===== src/rtl/i3c_sdr_bus_cond_detect.sv =====
// ---------------------------------------------------------------------------
// i3c_sdr_bus_cond_detect
//
// Front end for the SDR broadcast state machine. The block does five things:
//   - It synchronises the raw SCL and SDA pins into the clk domain.
//   - It produces SCL edge strobes.
//   - It produces START / repeated-START / STOP strobes.
//   - It decodes the address header that follows every START or Sr.
//   - It flags an ACKed broadcast write header with i3c_sdr_cmd_detect. The next
//     stage then shifts the CCC byte on the scl_rising strobes that follow.
//
// Parameters
//   SYNC_STAGES  flops per pin synchroniser (>= 2)
//   BCAST_ADDR   broadcast address recognised in the header
//
// Ports
//   clk, rst            system clock, synchronous active-high reset
//   scl_in, sda_in      raw bus pins
//   scl_sync, sda_sync  synchronised pins (last synchroniser stage)
//   scl_rising/falling  1-clk SCL edge strobes
//   start_detect        1-clk strobe for START or Sr
//   rstart_detect       1-clk strobe for Sr (a START while the bus is busy)
//   stop_detected       1-clk strobe for STOP
//   bus_busy            high from START until STOP
//   hdr_addr, hdr_rnw   last captured header address and RnW bit
//   hdr_nack            1-clk strobe, header ACK slot sampled SDA=1
//   i3c_sdr_cmd_detect  1-clk strobe, ACKed broadcast write header
//
// All strobes are combinational from the synchronised pins and the registered
// state. They therefore appear SYNC_STAGES+1 clk periods after a pin
// transition. The period in which the pin moves counts as the first.
// ---------------------------------------------------------------------------
module i3c_sdr_bus_cond_detect #(
  parameter int         SYNC_STAGES = 2,
  parameter logic [6:0] BCAST_ADDR  = 7'h7E
) (
  input  logic       clk,
  input  logic       rst,
  input  logic       scl_in,
  input  logic       sda_in,
  output logic       scl_sync,
  output logic       sda_sync,
  output logic       scl_rising,
  output logic       scl_falling,
  output logic       start_detect,
  output logic       rstart_detect,
  output logic       stop_detected,
  output logic       bus_busy,
  output logic [6:0] hdr_addr,
  output logic       hdr_rnw,
  output logic       hdr_nack,
  output logic       i3c_sdr_cmd_detect
);

  typedef enum logic [2:0] {
    IDLE    = 3'd0,
    ADDR    = 3'd1,
    ACK     = 3'd2,
    ACK_END = 3'd3,
    PAYLOAD = 3'd4
  } state_t;

  state_t                 state;
  logic [SYNC_STAGES-1:0] scl_sr;
  logic [SYNC_STAGES-1:0] sda_sr;
  logic                   prev_scl;
  logic                   prev_sda;
  logic [3:0]             bit_cnt;
  logic [6:0]             shift_sr;

  logic scl_rise_raw;
  logic scl_fall_raw;
  logic start_raw;
  logic stop_raw;

  assign scl_sync = scl_sr[SYNC_STAGES-1];
  assign sda_sync = sda_sr[SYNC_STAGES-1];

  // Both START and STOP require SCL to be high in both samples. An SDA change
  // in the same clk as an SCL edge therefore produces only the SCL edge strobe.
  assign scl_rise_raw = ~prev_scl & scl_sync;
  assign scl_fall_raw = prev_scl & ~scl_sync;
  assign start_raw    = prev_sda & ~sda_sync & prev_scl & scl_sync;
  assign stop_raw     = ~prev_sda & sda_sync & prev_scl & scl_sync;

  // Strobes are gated by rst, so the cycle in which reset is sampled
  // never emits a pulse from an aborted frame.
  assign scl_rising         = ~rst & scl_rise_raw;
  assign scl_falling        = ~rst & scl_fall_raw;
  assign start_detect       = ~rst & start_raw;
  assign stop_detected      = ~rst & stop_raw;
  assign rstart_detect      = ~rst & start_raw & bus_busy;
  assign hdr_nack           = ~rst & (state == ACK) & scl_rise_raw & sda_sync;
  // ACK_END is entered only after a low ACK. The falling edge that closes the
  // ACK slot cannot coincide with a START or STOP, because both need SCL held high.
  assign i3c_sdr_cmd_detect = ~rst & (state == ACK_END) & scl_fall_raw &
                              (hdr_addr == BCAST_ADDR) & ~hdr_rnw;

  always_ff @(posedge clk) begin
    if (rst) begin
      scl_sr   <= '1;
      sda_sr   <= '1;
      prev_scl <= 1'b1;
      prev_sda <= 1'b1;
      bus_busy <= 1'b0;
      hdr_addr <= 7'd0;
      hdr_rnw  <= 1'b0;
      bit_cnt  <= 4'd0;
      shift_sr <= 7'd0;
      state    <= IDLE;
    end else begin
      scl_sr   <= {scl_sr[SYNC_STAGES-2:0], scl_in};
      sda_sr   <= {sda_sr[SYNC_STAGES-2:0], sda_in};
      prev_scl <= scl_sync;
      prev_sda <= sda_sync;

      if (start_raw) begin
        bus_busy <= 1'b1;
      end else if (stop_raw) begin
        bus_busy <= 1'b0;
      end

      if (stop_raw) begin
        state <= IDLE;
      end else if (start_raw) begin
        state    <= ADDR;
        bit_cnt  <= 4'd0;
        shift_sr <= 7'd0;
      end else begin
        case (state)
          IDLE: ;
          ADDR: begin
            if (scl_rise_raw) begin
              shift_sr <= {shift_sr[5:0], sda_sync};
              bit_cnt  <= bit_cnt + 4'd1;
              // On the 8th bit, shift_sr still holds the seven address bits.
              // The bit being sampled now is RnW.
              if (bit_cnt == 4'd7) begin
                hdr_addr <= shift_sr;
                hdr_rnw  <= sda_sync;
                state    <= ACK;
              end
            end
          end
          ACK: begin
            if (scl_rise_raw) begin
              state <= sda_sync ? PAYLOAD : ACK_END;
            end
          end
          ACK_END: begin
            if (scl_fall_raw) begin
              state <= PAYLOAD;
            end
          end
          PAYLOAD: ;
          default: state <= IDLE;
        endcase
      end
    end
  end

endmodule


===== config.mk =====
export PLATFORM = sky130hd
export DESIGN_NAME = i3c_sdr_bus_cond_detect
export DESIGN_NICKNAME = d
export VERILOG_FILES = /design/src/rtl/i3c_sdr_bus_cond_detect.sv
export SDC_FILE = /design/constraint.sdc
export NUM_CORES = 1
export LEC_CHECK = 0
export ABC_AREA = 0
export ABC_CLOCK_PERIOD_IN_PS = 2320
export CORE_MARGIN = 10
export CORE_UTILIZATION = 45
export CTS_CLUSTER_DIAMETER = 80
export DETAILED_ROUTE_END_ITERATION = 6
export PLACE_DENSITY = 0.67
export SKIP_CTS_REPAIR_TIMING = 1
export SYNTH_ARGS = -nofsm -noshare
export SYNTH_HDL_FRONTEND = slang
export SYNTH_SLANG_ARGS = --single-unit

===== constraint.sdc =====
create_clock -name clk -period 2.32 [get_ports clk]
set_input_delay 0.348 -clock clk [delete_from_list [all_inputs] [get_ports clk]]
set_output_delay 0.348 -clock clk [all_outputs]
set_load 0.1 [all_outputs]

==> flow_summary_export.csv, run 1 <==
group,metric,value,unit
outcome,status,"finished clean",
yosys,avgSynthCellArea,9.01,sq um
grt,grt_max_degree,28,
routing,drc,0,
grt,grt_pass1_vias,1000,
layout,diodes,0,
layout,mostFrequentLayoutCells,"nand3_1 (20), dfxtp_1 (18), buf_4 (14)",
sta,whs,416,ps
routing,first_pass_iters,4,
critical_path,required,1970,ps
critical_path,arrival,1830,ps
grt,track_usage,0.116,
routing,vias,1042,
critical_path,crit_fanout,12,
yosys,synth_cells,140,
routing,wl_per_cell,14.3,um
floorplanning,rows,19,
sta,period_share,0.941,
critical_path,setup.worst_path.end_class,"output pin",
critical_path,crit_family,"simple AND/OR/NAND/NOR gates",
clock_network,h-tree-depth,2,
clock_network,clk_pin_slew,90,ps
layout,syn2layout_area_growth,34.6,%
floorplanning,fp.dieH,72.9,um
pwr,powerDensity,609,nW/um^2
clock_network,clk_latency,330,ps
sta,rsz0062_at_grt,"no",
grt,antenna_found_initial,0,
clock_network,cts_root_buf,"clkbuf_4",
grt,grtUsageMet1,0.139,
layout,final_nets,168,
sta,finClkSkew,4.30,ps
floorplanning,core,2710,sq um
routing,drt-initial-drc-count,63,
grt,grt_busiest_layer,"met2",
layout,drive_above_1_share,0.341,
yosys,ys_ff_latch,29,
grt,use_met3,0.0476,
placement,place_ws,297,ps
flow_run,drv_cap,0,
clock_network,numCtsBuffers,5,
sta,max-slew-margin-rel,0.613,
clock_network,cts_sinks,29,
sta,finalWorstSetupSlack,138,ps
yosys,syn-num-nets,145,
yosys,synth_edf_count,0,
layout,layout_commonest_cell,"nand3_1",
sta,tightestPinTransition,579,ps
grt,grt_first_pass_wirelength,4860,um
sta,hold_viol,0,
pwr,total_power,1.03,mW
placement,place.gp.congestion,0.850,
pwr,leakage,0.710,nW
pwr,vdd_drop_max,544,uV
yosys,synthesis.area,1260,sq um
floorplanning,ios,22,
sta,min_period,2180,ps
placement,io_buffers,21,
yosys,ys.flop_type,"dfxtp_1",
clock_network,clock_path_buffers,2,
grt,grt_overflow,0,
layout,regArea,604,sq um
critical_path,slowest_stage,"dfxtp_1",
yosys,ys_seq_area_frac,0.460,
grt,met2_usage,0.173,
sta,maxSlewViolCount,0,
sta,setup_viol,0,
critical_path,worstPathCellList,"nand2_2, or2_4, nor2_4, and2_4, buf_12",
routing,ant_nets,0,
critical_path,cp-start-kind,"register",
sta,fmax,458,MHz
critical_path,cpPeakStageDelay,500,ps
yosys,async_flop_share,0,
layout,multi_input_area,687,sq um
yosys,yosysWarnings,0,
worst_hold_path,hold_class,"reg -> reg",
clock_network,cts_tree,"done",
layout,fill_cells,250,
placement,dp_hpwl,2000,um
routing,drt-total-wl,2790,um
yosys,synth.distinct_cells,40,
floorplanning,start_util,0.465,
floorplanning,dieWidth,72.9,um
floorplanning,die_area,5320,sq um
critical_path,path_class,"reg -> out",
critical_path,crit_buf_inv,1,
routing,detail_route.vias_per_cell,5.34,
Yosys cell counts (2+ instances only):
| library cell | instances | area, sq um |
|---|---|---|
| buf_2 | 2 | 10.0 |
| xor2_1 | 2 | 17.5 |
| nor2b_1 | 2 | 12.5 |
| o21ai_0 | 4 | 20.0 |
| a21oi_1 | 12 | 60.1 |
| dfxtp_1 | 29 | 581 |
| nand3_1 | 20 | 100 |
| or2_2 | 5 | 31.3 |
| mux2i_1 | 7 | 70.1 |
| buf_4 | 2 | 15.0 |
| inv_1 | 2 | 7.51 |
| nand2b_1 | 4 | 25.0 |
| nand2_1 | 4 | 15.0 |
| clkbuf_1 | 3 | 11.3 |
| nor2_1 | 15 | 56.3 |
| and2_1 | 2 | 12.5 |
| nor4_1 | 2 | 12.5 |
per-stage QoR:
step / instances / instance area [sq um] / util / setup TNS [ps]
after floorplan: 140 / 1350 / - / -113
after global placement: 187 / 1610 / 0.595 / 0
after detailed placement: 187 / 1610 / 0.595 / 0
after CTS: 195 / 1700 / 0.627 / 0
after global routing: 195 / 1700 / 0.627 / 0
final: 195 / 1700 / 0.627 / 0
cell type report:
class | instances | area share
multi-input combinational | 101 | 0.405
clock buffer | 7 | 0.0324
tap | 31 | 0.0228
clock inverter | 1 | 0.0177
sequential | 29 | 0.356
inverter | 2 | 0.00442
timing repair buffer | 24 | 0.162
routing by layer:
layer	wire length [um]	vias up
li1	-	534
met1	1300	488
met2	1290	15
met3	133	5
met4	60	0
met5	0	-
worst paths after layout:
check | startpoint | end | slack [ps] | depth (start not counted)
worst min register to register | scl_sr[0]$_SDFF_PP1_ | scl_sr[1]$_SDFF_PP1_ | 420 | 1
worst min-delay path | scl_sr[0]$_SDFF_PP1_ | scl_sr[1]$_SDFF_PP1_ | 420 | 1
worst max-delay path | prev_scl$_SDFF_PP1_ | rstart_detect | 140 | 5
worst max register to register | state[0]$_SDFFE_PP0P_ | hdr_addr[2]$_SDFFE_PP0P_ | 640 | 4
power breakdown:
part,switching (mW),total (mW),internal (mW)
logic,0.0576,0.0871,0.0295
clock network,0.181,0.438,0.257
registers,0.00891,0.509,0.500
total,0.247,1.03,0.787
flip-flops by register name, indices dropped and copies added (netlist names):
signal	count
hdr_rnw	1
prev_scl	1
state	3
hdr_addr	7
bus_busy	1
sda_sr	2
shift_sr	7
scl_sr	2
prev_sda	1
bit_cnt	4
cells by family (layout without fill, tap and decap cells):
group | count (synthesis) | after routing | share of synthesized area
AOI/OAI and AO/OA | 23 | 23 | 0.113
xor gates and xnor gates | 3 | 3 | 0.0208
adders and majority gates | 1 | 1 | 0.00992
buffers and inverters | 10 | 34 | 0.0436
DFF | 29 | 29 | 0.460
muxes | 7 | 7 | 0.0556
and+or+nand+nor | 67 | 67 | 0.297
Note: power is estimated with default switching activity, not from simulation.
==> inputs of run 2 (changes only) <==
--- a/config.mk
+++ b/config.mk
@@ -10,7 +10,9 @@
 export CORE_MARGIN = 10
 export CORE_UTILIZATION = 45
 export CTS_CLUSTER_DIAMETER = 80
+export CTS_CLUSTER_SIZE = 30
 export DETAILED_ROUTE_END_ITERATION = 6
+export HOLD_SLACK_MARGIN = 0.08
 export PLACE_DENSITY = 0.67
 export SKIP_CTS_REPAIR_TIMING = 1
 export SYNTH_ARGS = -nofsm -noshare
==> results of run 2 <==
No change in the layout: final DEF, timing and power equal those of run 1.
==> inputs of run 3 (changes only) <==
--- a/config.mk
+++ b/config.mk
@@ -15,6 +15,7 @@
 export HOLD_SLACK_MARGIN = 0.08
 export PLACE_DENSITY = 0.67
 export SKIP_CTS_REPAIR_TIMING = 1
+export SKIP_LAST_GASP = 1
 export SYNTH_ARGS = -nofsm -noshare
 export SYNTH_HDL_FRONTEND = slang
 export SYNTH_SLANG_ARGS = --single-unit
==> results of run 3 <==
No change in the layout: final DEF, timing and power equal those of run 1.
